`src/rtl/lbist_pkg.sv`:
```
// Shared definitions for the LBIST pattern fetch path: the fetch FSM state encoding,
// the skid buffer depth, and the checksum rotate amount.
package lbist_pkg;

    typedef enum logic [1:0] {
        IDLE  = 2'd0,
        FETCH = 2'd1,
        DRAIN = 2'd2,
        DONE  = 2'd3
    } fetch_state_e;

    localparam int CHK_ROT    = 1;
    localparam int FIFO_DEPTH = 2;

endpackage

```
`src/rtl/pat_skid_fifo.sv`:
```
// Two-entry pattern buffer between the memory read port and the pattern consumer.
// A push and a pop in the same cycle leave the occupancy unchanged and keep order.
module pat_skid_fifo
    import lbist_pkg::*;
#(
    parameter int width = 8
) (
    input  logic             clk,
    input  logic             rst,
    input  logic             push,
    input  logic [width-1:0] din,
    input  logic             pop,
    output logic [width-1:0] dout,
    output logic             full,
    output logic             empty,
    output logic [1:0]       count
);

    localparam logic [1:0] depth_c = 2'(FIFO_DEPTH);

    logic [width-1:0] slot0;
    logic [width-1:0] slot1;
    logic             rd_ptr;
    logic             wr_ptr;
    logic             do_push;
    logic             do_pop;

    assign empty   = (count == 2'd0);
    assign full    = (count == depth_c);
    assign do_pop  = pop && !empty;
    // When full, the slot being written is the one being vacated by the pop.
    assign do_push = push && (!full || do_pop);
    assign dout    = rd_ptr ? slot1 : slot0;

    always_ff @(posedge clk) begin
        if (rst) begin
            slot0  <= '0;
            slot1  <= '0;
            rd_ptr <= 1'b0;
            wr_ptr <= 1'b0;
            count  <= 2'd0;
        end else begin
            if (do_push) begin
                if (wr_ptr) slot1 <= din;
                else        slot0 <= din;
                wr_ptr <= ~wr_ptr;
            end
            if (do_pop) rd_ptr <= ~rd_ptr;
            if (do_push && !do_pop)      count <= count + 2'd1;
            else if (do_pop && !do_push) count <= count - 2'd1;
        end
    end

endmodule

```
`src/rtl/det_pattern_fetch.sv`:
```
// Deterministic pattern fetcher: reads num_pat words from start_add upward and streams
// them out over a valid/ready handshake. Optional checksum: DET_PATTERN_FETCH_CHECKSUM_EN.
//
// state | meaning
// IDLE  | waiting for start
// FETCH | issuing reads while buffer credit allows
// DRAIN | all reads issued, waiting for buffer and in-flight read to empty
// DONE  | one-cycle done pulse
module det_pattern_fetch
    import lbist_pkg::*;
#(
    parameter int word_size    = 8,
    parameter int address_bits = 8
) (
    input  logic                    clk,
    input  logic                    rst,
    input  logic                    start,
    input  logic [address_bits-1:0] start_add,
    input  logic [address_bits:0]   num_pat,
    output logic                    mem_en,
    output logic                    mem_rw,
    output logic [address_bits-1:0] mem_add,
    input  logic [word_size-1:0]    mem_data,
    output logic                    pat_valid,
    input  logic                    pat_ready,
    output logic [word_size-1:0]    pat_data,
    output logic                    busy,
`ifdef DET_PATTERN_FETCH_CHECKSUM_EN
    output logic [word_size-1:0]    checksum,
`endif
    output logic                    done
);

    localparam logic [address_bits:0]   cnt_one = 1;
    localparam logic [address_bits-1:0] add_one = 1;
    localparam logic [2:0]              depth_c = 3'(FIFO_DEPTH);

    fetch_state_e            state_q;
    fetch_state_e            state_d;
    logic [address_bits:0]   remaining_q;
    logic [address_bits-1:0] mem_add_q;
    logic                    inflight_q;
    logic                    mem_en_c;
    logic                    done_c;
    logic                    start_ok;
    logic                    xfer;
    logic                    issue_ok;
    logic [2:0]              slots_free;
    logic [2:0]              level_next;
    logic [word_size-1:0]    fifo_dout;
    logic                    fifo_full;
    logic                    fifo_empty;
    logic [1:0]              fifo_count;

    pat_skid_fifo #(
        .width (word_size)
    ) u_fifo (
        .clk   (clk),
        .rst   (rst),
        .push  (inflight_q),
        .din   (mem_data),
        .pop   (xfer),
        .dout  (fifo_dout),
        .full  (fifo_full),
        .empty (fifo_empty),
        .count (fifo_count)
    );

    assign start_ok = (state_q == IDLE) && start;
    assign xfer     = pat_valid && pat_ready;

    // A slot freed by this cycle's transfer counts as credit, so a held-high pat_ready
    // sustains one read per cycle.
    assign slots_free = depth_c - {1'b0, fifo_count} + {2'b00, xfer};
    assign issue_ok   = !(fifo_full && !xfer) && (slots_free > {2'b00, inflight_q});
    assign level_next = {1'b0, fifo_count} + {2'b00, inflight_q} - {2'b00, xfer};

    always_comb begin
        state_d  = state_q;
        mem_en_c = 1'b0;
        done_c   = 1'b0;
        case (state_q)
            IDLE: begin
                if (start) state_d = (num_pat == '0) ? DONE : FETCH;
            end
            FETCH: begin
                if ((remaining_q != '0) && issue_ok) begin
                    mem_en_c = 1'b1;
                    if (remaining_q == cnt_one) state_d = DRAIN;
                end
            end
            DRAIN: begin
                if (level_next == 3'd0) state_d = DONE;
            end
            DONE: begin
                done_c  = 1'b1;
                state_d = IDLE;
            end
            default: state_d = IDLE;
        endcase
    end

    always_ff @(posedge clk) begin
        if (rst) begin
            state_q     <= IDLE;
            remaining_q <= '0;
            mem_add_q   <= '0;
            inflight_q  <= 1'b0;
        end else begin
            state_q    <= state_d;
            inflight_q <= mem_en_c;
            if (start_ok) begin
                mem_add_q   <= start_add;
                remaining_q <= num_pat;
            end else if (mem_en_c) begin
                mem_add_q   <= mem_add_q + add_one;
                remaining_q <= remaining_q - cnt_one;
            end
        end
    end

    // Outputs are forced quiet while rst is high, not just after the reset edge.
    assign mem_en    = mem_en_c && !rst;
    assign mem_rw    = 1'b0;
    assign mem_add   = rst ? '0 : mem_add_q;
    assign pat_valid = !fifo_empty && !rst;
    assign pat_data  = pat_valid ? fifo_dout : '0;
    assign busy      = (state_q != IDLE) && !rst;
    assign done      = done_c && !rst;

`ifdef DET_PATTERN_FETCH_CHECKSUM_EN
    always_ff @(posedge clk) begin
        if (rst || start_ok) begin
            checksum <= '0;
        end else if (xfer) begin
            checksum <= {checksum[word_size-1-CHK_ROT:0], checksum[word_size-1:word_size-CHK_ROT]}
                        ^ pat_data;
        end
    end
`endif

endmodule

```
`config.mk`:
```
export PLATFORM = sky130hd
export DESIGN_NAME = det_pattern_fetch
export DESIGN_NICKNAME = d
export VERILOG_FILES = /design/src/rtl/lbist_pkg.sv /design/src/rtl/pat_skid_fifo.sv /design/src/rtl/det_pattern_fetch.sv
export SDC_FILE = /design/constraint.sdc
export NUM_CORES = 1
export LEC_CHECK = 0
export BUFFER_PORTS_ARGS = -buffer_cell sky130_fd_sc_hd__buf_2
export CAP_MARGIN = 10
export CELL_PAD_IN_SITES_DETAIL_PLACEMENT = 1
export CELL_PAD_IN_SITES_GLOBAL_PLACEMENT = 2
export CORE_MARGIN = 5
export CORE_UTILIZATION = 32
export DETAILED_ROUTE_END_ITERATION = 7
export PLACE_DENSITY_LB_ADDON = 0.1
export SYNTH_ARGS = -nofsm -noshare
export SYNTH_HDL_FRONTEND = slang
export SYNTH_SLANG_ARGS = --single-unit
```
`constraint.sdc`:
```
create_clock -name clk -period 4.58 [get_ports clk]
set_input_delay 0.916 -clock clk [delete_from_list [all_inputs] [get_ports clk]]
set_output_delay 0.916 -clock clk [all_outputs]
set_load 0.05 [all_outputs]
```
==> tab_implementation.tex <==
\begin{tabular}{lr}
\hline
Metric & Value \\
\hline
\multicolumn{2}{l}{\textbf{Worst setup path}} \\
FF-to-FF path depth & 10 \\
Critical path startpoint category & primary input \\
Maximum fanout along the worst path & 11 \\
Logic depth of the worst path, buffers included & 12 \\
Combined buffer and inverter count along the critical path & 4 \\
Cell with the largest stage delay on the worst path & or3\_1 \\
Reg2reg end & mem\_add\_q[5]\$\_SDFFE\_PP0P\_ \\
Cell chain of the critical path & buf\_2 > inv\_1 > o21ai\_1 > inv\_1 > nand2\_1 > ha\_1 > ha\_1 > nor2b\_1 > o21a\_1 > or3\_1 > nor2\_4 > buf\_2 \\
Peak per-stage delay on the critical path & 0.59 ns \\
Worst reg2reg setup slack & 1.42 ns \\
Type of destination of the critical path & primary output \\
Crit Path Class & in -> out \\
Origin of the critical flop-to-flop path & u\_fifo.count[1]\$\_SDFFE\_PP0P\_ \\
Critical path data arrival time & 3.34 ns \\
Critical path data required time & 3.66 ns \\
Kind of cell with the highest combined delay on the critical path & simple AND/OR/NAND/NOR gates \\
\multicolumn{2}{l}{\textbf{Logic synthesis}} \\
Number of synthesized flops with an enable pin & 0 \\
Arithmetic-cell share of the synthesized area counting full adders, half adders and majority gates & under 10\% \\
Most instantiated flip-flop cell in the synthesis netlist & dfxtp\_1 \\
Register area share after synthesis & 35.6\% \\
Share of the synthesized netlist area taken by xor and xnor gates & 5.83\% \\
Number of synthesized register bits & 40 \\
Post-synthesis async set-or-reset flop share & 0\% \\
Post-synthesis compound-gate area fraction & 13.6\% \\
Avg Synthesized Cell Area & about 8.7 sq um \\
Count of synthesis-stage warnings from yosys & 0 \\
Gate count of the mapped netlist & approximately 260 \\
Mux share of post-synthesis cell area & 11.1\% \\
Synthesized Nets & 300 \\
Dominant combinational cell family by area after synthesis & simple AND/OR/NAND/NOR gates \\
Number of different library cells in the post-synthesis netlist & 47 \\
Synth Area in Simple Gates & 21.9\% \\
Total standard cell area after synthesis & 2250 sq um \\
\multicolumn{2}{l}{\textbf{Clock network}} \\
Post-CTS sizing & 0 \\
Hold buffers post-CTS & 0 \\
H-tree Lvls & 2 \\
Post-CTS setup buffer count & 0 \\
Number of sinks handled by clock tree synthesis & 40 \\
TritonCTS clock tree & built \\
Clock slew at reported path FFs & about 0.07 ns \\
Worst-skew pair later-pin latency & 0.29 ns \\
Clock buffer depth & 2 \\
Root Buffer Master & clkbuf\_8 \\
CTS Buf Count & 5 \\
\multicolumn{2}{l}{\textbf{Global route}} \\
Global router's overall resource usage & 13.8\% \\
Number of global-route vias before repair & 2017 \\
Pin count of the biggest net entering global routing & 38 \\
Wire length of the first global-routing pass & 9750 um \\
Antenna violations before repair & 0 \\
Overall overflow remaining after global route & 0 \\
\multicolumn{2}{l}{\textbf{Hold path}} \\
Depth of the worst hold-timing path & 2 \\
Worst Hold Class & reg -> reg \\
Launch instance of the worst min-delay path & u\_fifo.slot0[5]\$\_SDFFE\_PP0P\_ \\
Capture endpoint of the worst hold path & u\_fifo.slot0[5]\$\_SDFFE\_PP0P\_ \\
\multicolumn{2}{l}{\textbf{Timing}} \\
Post-Route Skew & 0.0122 ns \\
Number of failing setup endpoints in the final timing report & 0 \\
Post-layout minimum cycle time & 4.26 ns \\
Unrepaired setup endpoints after global routing & no \\
Max transition margin & approximately a third \\
Achievable Freq & 235 MHz \\
Slew at the pin closest to its max-slew limit & 1.02 ns \\
Post-Route Hold Slack & between 0.4 and 0.5 ns \\
Number of max-slew violations in the final report & 0 \\
Final Hold Vio Count & 0 \\
Setup TNS & 0 ns \\
Worst setup slack after layout & $\sim$0.32 ns \\
Period utilisation layout & 92.9\% \\
\multicolumn{2}{l}{\textbf{Pwr}} \\
Relative contribution of combinational cells to total power & 46.4\% \\
Sequential power share & 34.8\% \\
Switching power summed over all nets & 661 uW \\
Leak Pwr & 0.00113 uW \\
Power Dens Cells & 571 nW/um\^{}2 \\
Internal power & 875 uW \\
Overall power consumption & between 1500 and 2000 uW \\
Clock group share of total power & 18.7\% \\
Peak ir drop on the vdd network & about 0.18 mV \\
Switching share of total power & 43.0\% \\
\multicolumn{2}{l}{\textbf{Place}} \\
Half-perimeter wire length after placement & 4280 um \\
Placer's final routability congestion estimate & 0.727 \\
Cell area reported after detailed placement & between 2000 and 3000 sq um \\
Post-placement worst setup slack & 0.306 ns \\
IO Port Bufs & 48 \\
\multicolumn{2}{l}{\textbf{Floorplanning}} \\
Floorplan row count & 30 \\
Die Height & 93.9 um \\
I/O pin cnt & 50 \\
Horizontal die dimension & 93.9 um \\
Initial core utilization & 33.0\% \\
Placeable core region & 6830 sq um \\
Die Area & 8820 sq um \\
\multicolumn{2}{l}{\textbf{Finish}} \\
Net total in the final layout & $\sim$350 \\
Area grow syn2layout & 19.6\% \\
Leading cell type in the layout, fill and taps excluded & buf\_2 \\
Sequential standard cell area & 801 sq um \\
Antenna diode instance count & 0 \\
Layout cell share with drive strength beyond 1 & 21.6\% \\
Commonest non-fill, non-tap cells in the layout & 48 x buf\_2, 40 x dfxtp\_1, 32 x nor2\_1, 25 x mux2i\_1, 18 x o21ai\_0 \\
Fill cells & 851 \\
Post-route design area & approximately 2700 sq um \\
Area occupied by multi-input gates & 1360 sq um \\
\multicolumn{2}{l}{\textbf{Route}} \\
First DRT Iteration DRCs & 38 \\
Wire length after detailed routing & 5740 um \\
Via-to-Cell Ratio & 4.89 \\
Total via count after detailed routing & 1960 \\
Number of search-and-repair iterations in the first detailed-routing pass & 4 \\
Post-DR wirelength/cell & about 14 um \\
Post-route antenna net violation count & 0 \\
DRC violation count after routing & 0 \\
\multicolumn{2}{l}{\textbf{Flow run}} \\
Reported max-cap violation count & 0 \\
\multicolumn{2}{l}{\textbf{Status}} \\
Run status & complete, no violations \\
\hline
\end{tabular}
## power by group through the flow
| stage | clock (uW) | sequential, uW | combinational [uW] |
|---|---|---|---|
| 3_3_place_gp | 0 | 545 | 718 |
| 6_report | 288 | 535 | 713 |
| 5_1_grt | 315 | 553 | 808 |
| 4_1_cts | 298 | 538 | 728 |
| 2_1_floorplan | 0 | 509 | 596 |
| 3_5_place_dp | 0 | 544 | 724 |
## cell usage after synthesis (2+ instances only)
library cell,n,area share [%]
o21ai_1,3,0.67
or3_1,6,1.7
o21ai_0,18,4.0
xor2_1,5,1.9
o41ai_1,2,0.78
ha_1,12,6.7
mux2i_1,25,11
a221oi_1,2,0.78
nor3_1,3,0.67
nor2b_1,10,2.8
nand3_1,6,1.3
dfxtp_1,40,36
a31oi_1,5,1.4
buf_1,2,0.33
nand2b_1,2,0.56
nor2_1,33,5.5
a21oi_1,12,2.7
nand2_1,10,1.7
clkbuf_1,7,1.2
inv_1,10,1.7
nor4_1,10,2.8
xnor2_1,10,3.9
## worst reg2reg max path: cells and delay by family, from the launching register on
kind                     cells  cell delay (ns)
AO/OA/AOI/OAI                3             0.59
AND/OR/NAND/NOR              4             1.34
adder cells (fa/ha/maj)      2             0.58
flip-flops                   1             0.47
buffers and inverters        1             0.10
## layout make-up
cell class / count / area share, %
flip-flops and latches: 40 / 29.7
repair buffers: 51 / 9.76
inverters: 10 / 1.39
multi-input cells: 196 / 50.7
well taps: 96 / 4.46
clock inverters: 2 / 1.30
clock buffers: 6 / 2.70
## layer usage
metal / routed length (um) / track usage [%] / part of all wire [%]
met1: 2820 / 18.8 / 49
met2: 2710 / 22.1 / 47
met3: 167 / 2.64 / 2.9
met4: 31 / 3.61 / 0.54
met5: 0 / 0 / 0
## sequential cells by signal, indices dropped and copies added, names as in the netlist
name           flops
inflight_q         1
mem_add_q          8
remaining_q        9
state_q            2
u_fifo.count       2
u_fifo.rd_ptr      1
u_fifo.slot0       8
u_fifo.slot1       8
u_fifo.wr_ptr      1
## logic make-up (layout without fill, tap and decap cells)
group           Yosys count  after routing
simple gates             92             92
compound gates           50             50
flops                    40             40
mux                      25             25
buf+inv                  22             69
xor+xnor                 15             15
fa+ha+maj                13             13
other cells               1              1
## worst max path at each step
stage / startpoint / slack [ns] / to
global route: rst / 0.15 / mem_en
floorplan: rst / 0.01 / mem_en
CTS: rst / 0.30 / mem_en
detailed placement: rst / 0.31 / mem_en
global placement: rst / 0.37 / mem_en
finish: rst / 0.32 / mem_en
## through the flow
step	cells	utilization (%)
2_1_floorplan	258	-
6_report	401	39.4
3_3_place_gp	393	37.8
5_1_grt	401	39.4
3_5_place_dp	393	37.8
4_1_cts	401	39.4
Power figures use the tool's default switching activity.
